==> config.mk <==
export PLATFORM = sky130hd
export DESIGN_NAME = trng_sampler
export DESIGN_NICKNAME = d
export VERILOG_FILES = /design/src/rtl/trng_sampler.sv
export SDC_FILE = /design/constraint.sdc
export NUM_CORES = 1
export LEC_CHECK = 0
export CORE_UTILIZATION = 56
export DETAILED_ROUTE_END_ITERATION = 12
export DONT_BUFFER_PORTS = 1
export HOLD_SLACK_MARGIN = 0.15
export PLACE_DENSITY_LB_ADDON = 0.12
export SKIP_LAST_GASP = 1
export SYNTH_ARGS = -nofsm -noshare
export SYNTH_HDL_FRONTEND = slang
export SYNTH_SLANG_ARGS = --single-unit
==> constraint.sdc <==
create_clock -name clk -period 2.05 [get_ports clk]
set_input_delay 0.41 -clock clk [delete_from_list [all_inputs] [get_ports clk]]
set_output_delay 0.41 -clock clk [all_outputs]
set_load 0.05 [all_outputs]
==> src/rtl/trng_sampler.sv <==
// ---------------------------------------------------------------------------
// trng_sampler
//
// Sampling controller for the TRNG ring-oscillator entropy sources.
// The two entropy bits are XOR-mixed into a register every clock. The mixed
// bit is sampled once every SAMPLE_CYCLES clocks. 32 samples are packed MSB
// first into a word, and the word is offered over a valid/ack handshake.
//
// Build option:
//   TRNG_SAMPLER_HEALTH_EN  - adds a repetition-count health test. When
//                             REP_LIMIT identical samples occur in a row,
//                             output is withheld and health_error is set
//                             until enable is dropped.
//                             Undefined: health_error is tied to 0 and the
//                             ERROR state does not exist.
//
// Parameters:
//   SAMPLE_CYCLES  clocks between samples (2..65535)
//   REP_LIMIT      run length that trips the health test (2..63)
//
// Ports:
//   clk           system clock, sole clock domain
//   reset_n       asynchronous active-low reset
//   enable        level: 1 = collect, 0 = abort and idle
//   entropy0/1    entropy bits, already registered on clk
//   data_ack      one-cycle pulse: consumer takes the word
//   data          collected word, stable while data_valid = 1
//   data_valid    data holds an unconsumed word
//   health_error  sticky health-test failure flag
//
// Handshake: data_valid rises together with a new data word. The word is
// consumed by a data_ack pulse sampled at a clock edge while data_valid is 1.
// data_valid falls on that same edge. data_ack is ignored at any other time.
//
// Debug: the FSM state is held in the signal 'state' of type state_t.
// ---------------------------------------------------------------------------
module trng_sampler #(
    parameter logic [15:0] SAMPLE_CYCLES = 16'h1000,
    parameter logic [5:0]  REP_LIMIT     = 6'd32
) (
    input  logic        clk,
    input  logic        reset_n,
    input  logic        enable,
    input  logic        entropy0,
    input  logic        entropy1,
    input  logic        data_ack,
    output logic [31:0] data,
    output logic        data_valid,
    output logic        health_error
);

    localparam logic [15:0] RELOAD = SAMPLE_CYCLES - 16'd1;

`ifdef TRNG_SAMPLER_HEALTH_EN
    typedef enum logic [1:0] {
        IDLE    = 2'd0,
        COLLECT = 2'd1,
        VALID   = 2'd2,
        ERROR   = 2'd3
    } state_t;
`else
    typedef enum logic [1:0] {
        IDLE    = 2'd0,
        COLLECT = 2'd1,
        VALID   = 2'd2
    } state_t;
`endif

    state_t      state;
    state_t      state_next;

    logic        mix_reg;
    logic [15:0] cnt;
    logic [15:0] cnt_next;
    logic [4:0]  bit_cnt;
    logic [4:0]  bit_cnt_next;
    // Only the 31 oldest bits need to be kept: the 32nd bit comes straight
    // from mix_reg when the word is completed.
    logic [30:0] acc;
    logic [30:0] acc_next;
    logic [31:0] data_next;
    logic        data_valid_next;

    logic        sample_event;
    logic        health_trip;

    assign sample_event = (state == COLLECT) && (cnt == 16'd0);

`ifdef TRNG_SAMPLER_HEALTH_EN
    logic [5:0]  rep_cnt;
    logic [5:0]  rep_cnt_next;
    logic [5:0]  rep_calc;
    logic        prev_bit;
    logic        prev_bit_next;
    logic        health_reg;
    logic        health_next;

    // Length of the current run of identical samples, including the sample
    // being taken now. A count of 0 means no previous sample exists, so the
    // first sample after idle always starts a new run of length 1.
    always_comb begin
        rep_calc = 6'd1;
        if ((rep_cnt != 6'd0) && (mix_reg == prev_bit)) begin
            if (rep_cnt == 6'd63) begin
                rep_calc = 6'd63;
            end else begin
                rep_calc = rep_cnt + 6'd1;
            end
        end
    end

    assign health_trip  = sample_event && (rep_calc >= REP_LIMIT);
    assign health_error = health_reg;
`else
    logic unused_rep_limit;

    assign unused_rep_limit = ^REP_LIMIT;
    assign health_trip      = 1'b0;
    assign health_error     = 1'b0;
`endif

    // -----------------------------------------------------------------------
    // State register and datapath registers
    // -----------------------------------------------------------------------
    always_ff @(posedge clk or negedge reset_n) begin
        if (!reset_n) begin
            state      <= IDLE;
            mix_reg    <= 1'b0;
            cnt        <= 16'd0;
            bit_cnt    <= 5'd0;
            acc        <= 31'd0;
            data       <= 32'd0;
            data_valid <= 1'b0;
`ifdef TRNG_SAMPLER_HEALTH_EN
            rep_cnt    <= 6'd0;
            prev_bit   <= 1'b0;
            health_reg <= 1'b0;
`endif
        end else begin
            state      <= state_next;
            mix_reg    <= entropy0 ^ entropy1;
            cnt        <= cnt_next;
            bit_cnt    <= bit_cnt_next;
            acc        <= acc_next;
            data       <= data_next;
            data_valid <= data_valid_next;
`ifdef TRNG_SAMPLER_HEALTH_EN
            rep_cnt    <= rep_cnt_next;
            prev_bit   <= prev_bit_next;
            health_reg <= health_next;
`endif
        end
    end

    // -----------------------------------------------------------------------
    // Next-state and datapath logic
    // -----------------------------------------------------------------------
    always_comb begin
        state_next      = state;
        cnt_next        = cnt;
        bit_cnt_next    = bit_cnt;
        acc_next        = acc;
        data_next       = data;
        data_valid_next = data_valid;
`ifdef TRNG_SAMPLER_HEALTH_EN
        rep_cnt_next    = rep_cnt;
        prev_bit_next   = prev_bit;
        health_next     = health_reg;
`endif

        if (!enable) begin
            // Abort wins over any ack or sample event in the same cycle.
            // data keeps its last value on purpose.
            state_next      = IDLE;
            cnt_next        = 16'd0;
            bit_cnt_next    = 5'd0;
            acc_next        = 31'd0;
            data_valid_next = 1'b0;
`ifdef TRNG_SAMPLER_HEALTH_EN
            rep_cnt_next    = 6'd0;
            prev_bit_next   = 1'b0;
            health_next     = 1'b0;
`endif
        end else begin
            case (state)
                IDLE: begin
                    cnt_next     = RELOAD;
                    bit_cnt_next = 5'd0;
                    acc_next     = 31'd0;
                    state_next   = COLLECT;
                end

                COLLECT: begin
                    if (!sample_event) begin
                        cnt_next = cnt - 16'd1;
                    end else begin
                        cnt_next     = RELOAD;
                        acc_next     = {acc[29:0], mix_reg};
                        bit_cnt_next = bit_cnt + 5'd1;
`ifdef TRNG_SAMPLER_HEALTH_EN
                        rep_cnt_next  = rep_calc;
                        prev_bit_next = mix_reg;
`endif
                        if (health_trip) begin
                            // The partial word is dropped: data and
                            // data_valid are left untouched.
`ifdef TRNG_SAMPLER_HEALTH_EN
                            health_next = 1'b1;
                            state_next  = ERROR;
`endif
                        end else if (bit_cnt == 5'd31) begin
                            data_next       = {acc, mix_reg};
                            data_valid_next = 1'b1;
                            state_next      = VALID;
                        end
                    end
                end

                VALID: begin
                    // Sampling is paused and the counter is held until the
                    // word is taken.
                    if (data_ack) begin
                        data_valid_next = 1'b0;
                        cnt_next        = RELOAD;
                        state_next      = COLLECT;
                    end
                end

`ifdef TRNG_SAMPLER_HEALTH_EN
                ERROR: begin
                    // Parked until enable drops or reset.
                    state_next = ERROR;
                end
`endif

                default: begin
                    state_next = IDLE;
                end
            endcase
        end
    end

endmodule

==> impl_metrics.yaml <==
detailed_routing:
  first_pass_iters: 8
  postRouteAntennaNets: 0
  vias_per_cell: 6.20
  first_iter_violations: 88
  drt-total-wl_mm: 6.84
  vias: 2413
  drc_errors: 3
  routedWlPerCell_um: 17.6
final_layout:
  final_area_mm2: 0.00430
  reg.largest.list: "data x32, acc x31, cnt x16"
  largest_reg_flops: 32
  utilization: 0.665
  regMostFlops: "data"
  multiInputGateArea_mm2: 0.00155
  fillers: 480
  synthToLayoutAreaGrowth_pct: 12.9
  final_cells: 389
  layout-drive-gt1-share: 0.237
  seq_area_mm2: 0.00220
  antenna_cells: 0
  finalNetCount: 316
timing:
  final-hold-violation-count: 88
  period_share: 0.983
  setup_ws_ns: 0.0356
  skew_ns: 0.0108
  maxSlewHeadroom: 0.649
  max_freq_mhz: 496
  drv_slew: 0
  tightest_slew_ns: 0.527
  post-route-min-period_ns: 2.01
  hold_slack_ns: -0.259
  rsz0062_at_grt: "true"
  final-setup-viol-count: 0
  fin_tns_setup_ns: 0
floorplanning:
  core_area_mm2: 0.00646
  die_width_um: 84.4
  initial_core_util: 0.589
  fp-row-count: 29
  dieArea_mm2: 0.00713
  io-pin-count: 40
  die_h_um: 84.4
clock_network:
  clock_sinks: 88
  htree_levels: 3
  hold_buffers: 3
  clockRootBuffer: "clkbuf_8"
  cts_tree: "built"
  path_clk_slew_ns: 0.09
  cts_made_buffers: 9
  clockBufferDepth: 2
  clk_latency_ns: 0.36
synth:
  synth_flop_cell: "dfrtp_1"
  synth_most_common_cell: "dfrtp_1"
  yosysUniqueCellTypes: 44
  synthCells: 292
  synth-simple-area-share: 0.0882
  avgSynthCellArea_um2: 13.0
  synth_area_mm2: 0.00380
  synth_compound_area_frac: 0.160
  ys_ff_latch: 88
  syn_nets: 301
  synthTopCellsByArea: "dfrtp_1 58%, mux2_4 10%, a22o_1 8.1%"
  synthAdderAreaFrac: 0.00987
  yosysSeqAreaShare: 0.579
  synth_common_cells: "88 x dfrtp_1, 35 x a22o_1, 26 x mux2_4"
  synth-xor-area-share: 0.00921
  synth_mux_area_frac: 0.126
  async_flop_share: 1.00
  synth_edf_count: 0
  yosys.area.top_type: "dfrtp_1"
  synth_top_family_by_area: "compound AO/OA/AOI/OAI gates"
  yosys.area.top_type_share: 0.579
  synth-warning-count: 0
global_routing:
  grt_pass1_vias: 2271
  grtUsageMet3: 0.0708
  track_usage: 0.207
  grt_first_pass_wirelength_mm: 11.3
  busiest_layer: "met2"
  grt-ovfl-total: 0
  grt_max_degree: 89
  globalRouteMet2Util: 0.308
  antenna_found_initial: 0
  met1_usage: 0.287
worst_setup_path:
  rrSetupSlack_ns: 0.04
  cp_num_buf_inv: 2
  worst_ep_required_time_ns: 2.30
  worstSetupPathType: "reg -> reg"
  setup.worst_path.end_class: "flop"
  critPathTopFamily: "simple AND/OR/NAND/NOR gates"
  r2r_start: "cnt[1]"
  crit_chain: "inv_1 -> ha_2 -> nor3b_4 -> nand4_4 -> nor3_4 -> nand2_4 -> clkbuf_16 -> mux2_4"
  cp-startpoint: "cnt[1]"
  worst-path-max-fanout: 16
  cp-start-kind: "flop"
  slowest_delay_ns: 0.41
  crit_arrival_ns: 2.26
  cp_slowest_cell: "dfrtp_1"
  ff2ff_path_depth: 8
  r2r-end: "data[4]"
place:
  gp_congestion: 0.824
  hpwl_mm: 4.28
  placed_area_mm2: 0.00399
  dp.cells: 368
  place_ws_ns: 0.0239
  portBuffers: 0
worst_hold_path:
  hold_path.class: "in -> async"
power:
  power_mw: 3.22
  p_leak_nw: 2.10
  p_per_area_mw_per_mm2: 751
  ir_worst_vdd_mv: 0.675
status:
  status: "finished, violations left"
  violations: "DRC, hold timing"
job:
  cap_violations: 0
[layer usage]
| layer | vias up | share of wire |
|---|---|---|
| li1 | 1120 | - |
| met5 | - | 0 |
| met1 | 1237 | 0.47 |
| met4 | 0 | 0.014 |
| met3 | 9 | 0.044 |
| met2 | 47 | 0.47 |
[cell type report]
type,count,area share
Sequential cell,88,0.513
Multi-Input combinational cell,184,0.360
Timing Repair Buffer,19,0.0504
Clock buffer,11,0.0352
Tap cell,77,0.0224
Clock inverter,5,0.0149
Inverter,5,0.00437
[placed cells by master, fill, tap and decap left out, types with 4 or more instances in the layout]
master / netlist / layout
a21boi_0: 4 / 4
a21oi_1: 14 / 14
a22o_1: 35 / 35
a31oi_1: 4 / 4
buf_4: 1 / 11
clkbuf_8: 0 / 11
dfrtp_1: 88 / 88
inv_1: 5 / 5
mux2_2: 4 / 4
mux2_4: 26 / 29
nand2_1: 11 / 11
nand3_1: 7 / 7
nor2_1: 15 / 14
nor3_1: 4 / 4
o21ai_0: 18 / 18
[where the power goes]
group          internal (mW)  switching (mW)  leakage, nW  total (mW)
Clock                  0.638           0.617        0.106        1.25
Sequential              1.76          0.0363         1.21        1.80
Combinational         0.0834          0.0910        0.790       0.174
[worst max path at each step]
stage / endpoint / slack (ns) / cells past startpoint
3_3_place_gp: acc[25] / 0.06 / 9
6_report: data[4] / 0.04 / 8
5_1_grt: bit_cnt[3] / -0.04 / 7
2_1_floorplan: data[10] / -0.03 / 8
3_5_place_dp: acc[25] / 0.02 / 9
4_1_cts: acc[29] / 0.04 / 9
[kinds of logic (layout without fill, tap and decap cells)]
family	after synthesis	in the layout
compound gates	86	86
buf+inv	20	40
fa+ha+maj	3	3
flops	88	88
simple gates	56	56
mux	34	34
other cells	1	1
xor+xnor	4	4
[timing repair]
| action | CTS | global route |
|---|---|---|
| gates cloned | 0 | 1 |
| buffers inserted | 0 | 1 |
| resized for setup | 1 | 4 |
| setup endpoints to repair | 1 | 35 |
| pin swaps | 0 | 0 |
| endpoints found under the hold margin | 90 | 88 |
Power figures use the tool's default switching activity.
